`config.mk`:
```
export PLATFORM = sky130hd
export DESIGN_NAME = md5_search_engine
export DESIGN_NICKNAME = d
export VERILOG_FILES = /design/src/rtl/md5_search_engine.sv
export SDC_FILE = /design/constraint.sdc
export NUM_CORES = 2
export LEC_CHECK = 0
export BUFFER_PORTS_ARGS = -buffer_cell sky130_fd_sc_hd__buf_4
export CORE_MARGIN = 2
export CORE_UTILIZATION = 40
export DETAILED_ROUTE_END_ITERATION = 10
export PLACE_DENSITY = 0.64
export SLEW_MARGIN = 20
export SYNTH_ARGS = -nofsm -noshare
export SYNTH_HDL_FRONTEND = slang
export SYNTH_SLANG_ARGS = --single-unit
```
`constraint.sdc`:
```
create_clock -name Clk -period 9.9 [get_ports Clk]
set_input_delay 1.485 -clock Clk [delete_from_list [all_inputs] [get_ports Clk]]
set_output_delay 1.485 -clock Clk [all_outputs]
set_load 0.02 [all_outputs]
```
`src/rtl/md5_search_engine.sv`:
```
`default_nettype none
// +----------------------------------------------------------------------+
// | Module      : md5_search_engine                                      |
// | Description : Iterative MD5 preimage search. Walks candidates of     |
// |               MSG_LEN bytes over [CHAR_MIN, CHAR_MAX], one MD5 step  |
// |               per clock, and stops on a digest match or when the     |
// |               range is exhausted.                                    |
// | Revision    : 1.0 - initial release                                  |
// +----------------------------------------------------------------------+
module md5_search_engine #(
  parameter int         MSG_LEN  = 6,
  parameter logic [7:0] CHAR_MIN = 8'h61,
  parameter logic [7:0] CHAR_MAX = 8'h7a
) (
  input  logic                   Clk,
  input  logic                   Rst_n,
  input  logic                   start,
  input  logic                   abort,
  input  logic [8*MSG_LEN-1:0]   init_msg,
  input  logic [127:0]           target,
  output logic                   busy,
  output logic                   done,
  output logic                   found,
  output logic [8*MSG_LEN-1:0]   match_msg
);

  localparam logic [31:0] c_iv_a = 32'h67452301;
  localparam logic [31:0] c_iv_b = 32'hefcdab89;
  localparam logic [31:0] c_iv_c = 32'h98badcfe;
  localparam logic [31:0] c_iv_d = 32'h10325476;

  localparam logic [31:0] c_t [0:63] = '{
    32'hd76aa478, 32'he8c7b756, 32'h242070db, 32'hc1bdceee,
    32'hf57c0faf, 32'h4787c62a, 32'ha8304613, 32'hfd469501,
    32'h698098d8, 32'h8b44f7af, 32'hffff5bb1, 32'h895cd7be,
    32'h6b901122, 32'hfd987193, 32'ha679438e, 32'h49b40821,
    32'hf61e2562, 32'hc040b340, 32'h265e5a51, 32'he9b6c7aa,
    32'hd62f105d, 32'h02441453, 32'hd8a1e681, 32'he7d3fbc8,
    32'h21e1cde6, 32'hc33707d6, 32'hf4d50d87, 32'h455a14ed,
    32'ha9e3e905, 32'hfcefa3f8, 32'h676f02d9, 32'h8d2a4c8a,
    32'hfffa3942, 32'h8771f681, 32'h6d9d6122, 32'hfde5380c,
    32'ha4beea44, 32'h4bdecfa9, 32'hf6bb4b60, 32'hbebfbc70,
    32'h289b7ec6, 32'heaa127fa, 32'hd4ef3085, 32'h04881d05,
    32'hd9d4d039, 32'he6db99e5, 32'h1fa27cf8, 32'hc4ac5665,
    32'hf4292244, 32'h432aff97, 32'hab9423a7, 32'hfc93a039,
    32'h655b59c3, 32'h8f0ccc92, 32'hffeff47d, 32'h85845dd1,
    32'h6fa87e4f, 32'hfe2ce6e0, 32'ha3014314, 32'h4e0811a1,
    32'hf7537e82, 32'hbd3af235, 32'h2ad7d2bb, 32'heb86d391
  };

  typedef enum logic [2:0] {
    S_IDLE  = 3'd0,
    S_LOAD  = 3'd1,
    S_ROUND = 3'd2,
    S_CHECK = 3'd3,
    S_DONE  = 3'd4
  } state_t;

  state_t               r_state;
  logic [5:0]           r_step;
  logic [31:0]          r_a, r_b, r_c, r_d;
  logic [8*MSG_LEN-1:0] r_cand;
  logic [127:0]         r_target;

  logic [31:0]          w_x [16];
  logic [31:0]          w_f;
  logic [3:0]           w_g;
  logic [4:0]           w_s;
  logic [31:0]          w_sum;
  logic [63:0]          w_rot;
  logic [31:0]          w_bnew;
  logic                 w_match;
  logic                 w_last;
  logic [8*MSG_LEN-1:0] w_next;

  // Padded single-block message built from the current candidate; the
  // candidate is stable from LOAD through CHECK, so the block is too.
  always_comb begin
    logic [511:0] v_blk;
    v_blk = '0;
    for (int b = 0; b < MSG_LEN; b++) begin
      v_blk[8*b +: 8] = r_cand[8*b +: 8];
    end
    v_blk[8*MSG_LEN +: 8] = 8'h80;
    v_blk[14*32 +: 32]    = 32'(MSG_LEN * 8);
    for (int w = 0; w < 16; w++) begin
      w_x[w] = v_blk[32*w +: 32];
    end
  end

  // Round function and message word index for the current step
  always_comb begin
    w_f = '0;
    w_g = '0;
    case (r_step[5:4])
      2'd0: begin
        w_f = (r_b & r_c) | (~r_b & r_d);
        w_g = r_step[3:0];
      end
      2'd1: begin
        w_f = (r_b & r_d) | (r_c & ~r_d);
        w_g = r_step[3:0] * 4'd5 + 4'd1;
      end
      2'd2: begin
        w_f = r_b ^ r_c ^ r_d;
        w_g = r_step[3:0] * 4'd3 + 4'd5;
      end
      default: begin
        w_f = r_c ^ (r_b | ~r_d);
        w_g = r_step[3:0] * 4'd7;
      end
    endcase
  end

  // Per-step left-rotate amount, selected by round and step mod 4
  always_comb begin
    w_s = 5'd7;
    case ({r_step[5:4], r_step[1:0]})
      4'h0: w_s = 5'd7;   4'h1: w_s = 5'd12;  4'h2: w_s = 5'd17;  4'h3: w_s = 5'd22;
      4'h4: w_s = 5'd5;   4'h5: w_s = 5'd9;   4'h6: w_s = 5'd14;  4'h7: w_s = 5'd20;
      4'h8: w_s = 5'd4;   4'h9: w_s = 5'd11;  4'ha: w_s = 5'd16;  4'hb: w_s = 5'd23;
      4'hc: w_s = 5'd6;   4'hd: w_s = 5'd10;  4'he: w_s = 5'd15;  default: w_s = 5'd21;
    endcase
  end

  // New B value; rotation done by shifting a doubled word and keeping the top half
  always_comb begin
    w_sum  = r_a + w_f + w_x[w_g] + c_t[r_step];
    w_rot  = {w_sum, w_sum} << w_s;
    w_bnew = r_b + w_rot[63:32];
  end

  // Final digest comparison, all four words
  always_comb begin
    w_match = ({r_d + c_iv_d, r_c + c_iv_c, r_b + c_iv_b, r_a + c_iv_a} == r_target);
  end

  // Odometer increment of the candidate, byte 0 least significant
  always_comb begin
    logic v_carry;
    v_carry = 1'b1;
    w_last  = 1'b1;
    w_next  = r_cand;
    for (int j = 0; j < MSG_LEN; j++) begin
      if (r_cand[8*j +: 8] != CHAR_MAX) w_last = 1'b0;
      if (v_carry) begin
        if (r_cand[8*j +: 8] == CHAR_MAX) begin
          w_next[8*j +: 8] = CHAR_MIN;
        end else begin
          w_next[8*j +: 8] = r_cand[8*j +: 8] + 8'd1;
          v_carry          = 1'b0;
        end
      end
    end
  end

  // Search controller with registered status outputs
  always_ff @(posedge Clk or negedge Rst_n) begin
    if (!Rst_n) begin
      r_state   <= S_IDLE;
      r_step    <= '0;
      r_a       <= '0;
      r_b       <= '0;
      r_c       <= '0;
      r_d       <= '0;
      r_cand    <= '0;
      r_target  <= '0;
      busy      <= 1'b0;
      done      <= 1'b0;
      found     <= 1'b0;
      match_msg <= '0;
    end else begin
      done <= 1'b0;
      if (r_state != S_IDLE && abort) begin
        // Cancel leaves found/match_msg as they were and never pulses done
        r_state <= S_IDLE;
        busy    <= 1'b0;
      end else begin
        case (r_state)
          S_IDLE: begin
            if (start) begin
              r_target <= target;
              r_cand   <= init_msg;
              found    <= 1'b0;
              busy     <= 1'b1;
              r_state  <= S_LOAD;
            end
          end
          S_LOAD: begin
            r_a     <= c_iv_a;
            r_b     <= c_iv_b;
            r_c     <= c_iv_c;
            r_d     <= c_iv_d;
            r_step  <= '0;
            r_state <= S_ROUND;
          end
          S_ROUND: begin
            r_a    <= r_d;
            r_b    <= w_bnew;
            r_c    <= r_b;
            r_d    <= r_c;
            r_step <= r_step + 6'd1;
            if (r_step == 6'd63) r_state <= S_CHECK;
          end
          S_CHECK: begin
            if (w_match || w_last) begin
              found     <= w_match;
              match_msg <= r_cand;
              done      <= 1'b1;
              r_state   <= S_DONE;
            end else begin
              r_cand  <= w_next;
              r_state <= S_LOAD;
            end
          end
          S_DONE: begin
            busy    <= 1'b0;
            r_state <= S_IDLE;
          end
          default: begin
            busy    <= 1'b0;
            r_state <= S_IDLE;
          end
        endcase
      end
    end
  end

endmodule
`default_nettype wire

```
==> reports/results.ini <==
[layout]
antennaDiodeCount=0
drive_gt1_share_pct=14.40
multiInputGateArea_um2=22270
final_area_um2=37850
fill_cells=8171
syn2layout_area_growth_pct=14.95
fin_nets=4691
seq_area_um2=9123

[global_routing]
antenna_found_initial=1
overflow=0
grt_pass1_vias=31450
grt_pass1_wl_mm=199.6
track_usage_pct=30.77
grt_max_degree=113

[timing]
layout_min_cycle_time_ps=9403
finalSetupViolations=0
fmax_mhz=106.4
finalHoldViolations=0
maxSlewViolCount=0
skew_ps=63.35
relSlewSlack_pct=24.29
period_share_pct=94.98
tightest_slew_ps=1127

[worst_setup_path]
cp-end-kind=flop
crit_slowest_cell=fa_1
cp.arrival_ps=9840
r2r_cells=43
cp_data_required_time_ps=10340
cp_max_fo=13
crit_path_start_kind=flop
critPathMaxStageDelay_ps=500
critPathKind=flop to flop

[clocking]
clkTransAtPathRegs_ps=70
cts_buffer_depth=3
clk_latency_ps=620
cts_inserted_buffers=42
cts.root.buffer_cell=clkbuf_16
h-tree-depth=2
cts_sinks=364
cts_tree=yes
hold_buffers=0

[yosys]
synth.distinct_cells=93
ys_warn_count=0
ys_top_cells_by_area=dfrtp_1 28%, nand2_1 8.1%, xnor2_1 5.9%
synth_top_cell_by_area=dfrtp_1
ys.flop_type=dfrtp_1
synth.most_common_cell=nand2_1
async_flop_share_pct=100.0
synth_edf_count=0
synth-seq-cells=364
synth_common_cells=707 x nand2_1, 364 x dfrtp_1, 293 x nor2_1
netlist_instances=4199
syn_nets=4560
avgSynthCellArea_um2=7.841
yosysTopAreaCellShare_pct=27.67
ys_seq_area_share_pct=27.67
syn_area_um2=32920

[detailed_routing]
first_pass_iters=7
drtAntennaViolNets=0
vias=33050
wirelength_mm=134.1
viasPerCell=6.085
drtIter0Drc=3539
wl_per_cell_um=24.70
drc=0

[placement]
port_buffers=230
gp_routability_congestion=1.045
place_hpwl_mm=104.3
placed_area_um2=36160

[floorplan]
start_util_pct=40.23
io_pins=231
dieHeight_um=290.9
row_count=105
dieArea_um2=84620
die_width_um=290.9
coreArea_um2=81850

[hold_path]
hold_depth=2
min_path_type=flop to flop

[outcome]
status=completed

[job]
maxCapViolCount=0

==> path summary, 6_finish.rpt <==
kind | start | endpoint | slack, ps
min | match_msg[18] | match_msg[18] | 490
min in group asynchronous | Rst_n | r_target[95] | 920
max reg2reg | r_step[1] | r_b[30] | 500
max in group asynchronous | Rst_n | r_b[31] | 7340
max | r_step[1] | r_b[30] | 500
min reg2reg | match_msg[18] | match_msg[18] | 490
==> layer usage <==
metal  global-route usage (%)  part of all wire (%)
met3                    3.558                   7.4
met1                    40.45                    41
met2                    50.04                    46
met5                        0                     0
met4                    15.66                   5.8
==> cell type report <==
type / instances / share of cell area, %
multi-input combinational: 3357 / 58.85
clock inverter: 18 / 0.6910
timing repair buffer: 398 / 7.991
tap: 1070 / 3.538
inverter: 167 / 1.663
sequential: 364 / 24.10
clock buffer: 57 / 3.167
==> critical path, delay by kind of cell, from the launching register on <==
family	cells	cell delay, ps
AOI/OAI and AO/OA	17	3320
xor gates and xnor gates	3	450
adders and majority gates	7	2630
buffers and inverters	5	420
DFF	1	440
muxes	1	100
and+or+nand+nor	10	1830
==> timing repair <==
| item | in CTS | in global routing |
|---|---|---|
| gates resized for setup | 0 | 44 |
| setup buffers | 0 | 4 |
| endpoints found under the hold margin | 0 | 0 |
| setup endpoints to repair | 0 | 17 |
==> state kept, by name, summed over array words and instances (netlist names) <==
name,flops
r_step,6
r_c,32
r_a,32
r_cand,48
busy,1
r_state,3
match_msg,48
r_b,32
r_target,128
r_d,32
done,1
found,1
==> kinds of logic (layout without fill, tap and decap cells) <==
logic type | after synthesis | count (layout) | share of synthesized area (%)
and+or+nand+nor | 1586 | 1586 | 22.60
AOI/OAI and AO/OA | 1116 | 1116 | 21.99
buffers and inverters | 478 | 640 | 5.488
DFF | 364 | 364 | 27.67
xor gates and xnor gates | 315 | 315 | 8.421
adders and majority gates | 181 | 181 | 8.429
muxes | 159 | 159 | 5.408
==> through the flow <==
step           worst slack (ps)  utilization [%]  TNS, ps  cells  hold WS [ps]
6_report                  497.2            46.24        0   5431         489.9
5_1_grt                  -12.90            46.24   -12.90   5431         510.0
4_1_cts                   213.0            45.97        0   5427         491.0
3_5_place_dp              317.0            44.19        0   5352         477.2
3_3_place_gp              334.8            44.18        0   5352         469.2
2_1_floorplan             2.218                -        0   4199         460.1
==> layout by cell type, fill, tap and decap left out, drive strengths merged, types with 16 or more instances in the layout <==
master / count
nor2b: 53
o211ai: 40
a21o: 38
o31ai: 25
or2: 23
xor2: 94
clkbuf: 57
buf: 398
nor4: 32
fa: 68
inv: 170
ha: 113
a31oi: 71
nor3: 99
nand3b: 17
mux2: 61
mux2i: 89
and3: 37
nand2: 707
a22oi: 16
or4: 26
xnor2: 220
and2: 37
a22o: 48
nand4: 40
nand3: 92
or3: 26
a21oi: 290
a311oi: 17
o22a: 39
nor2: 293
a211oi: 39
dfrtp: 364
nand2b: 43
o21a: 23
o21ai: 275
o22ai: 28
Power is left out: the tool's default activity adds up to more than one toggle a clock period on the data nets, which glitch-free logic cannot reach.
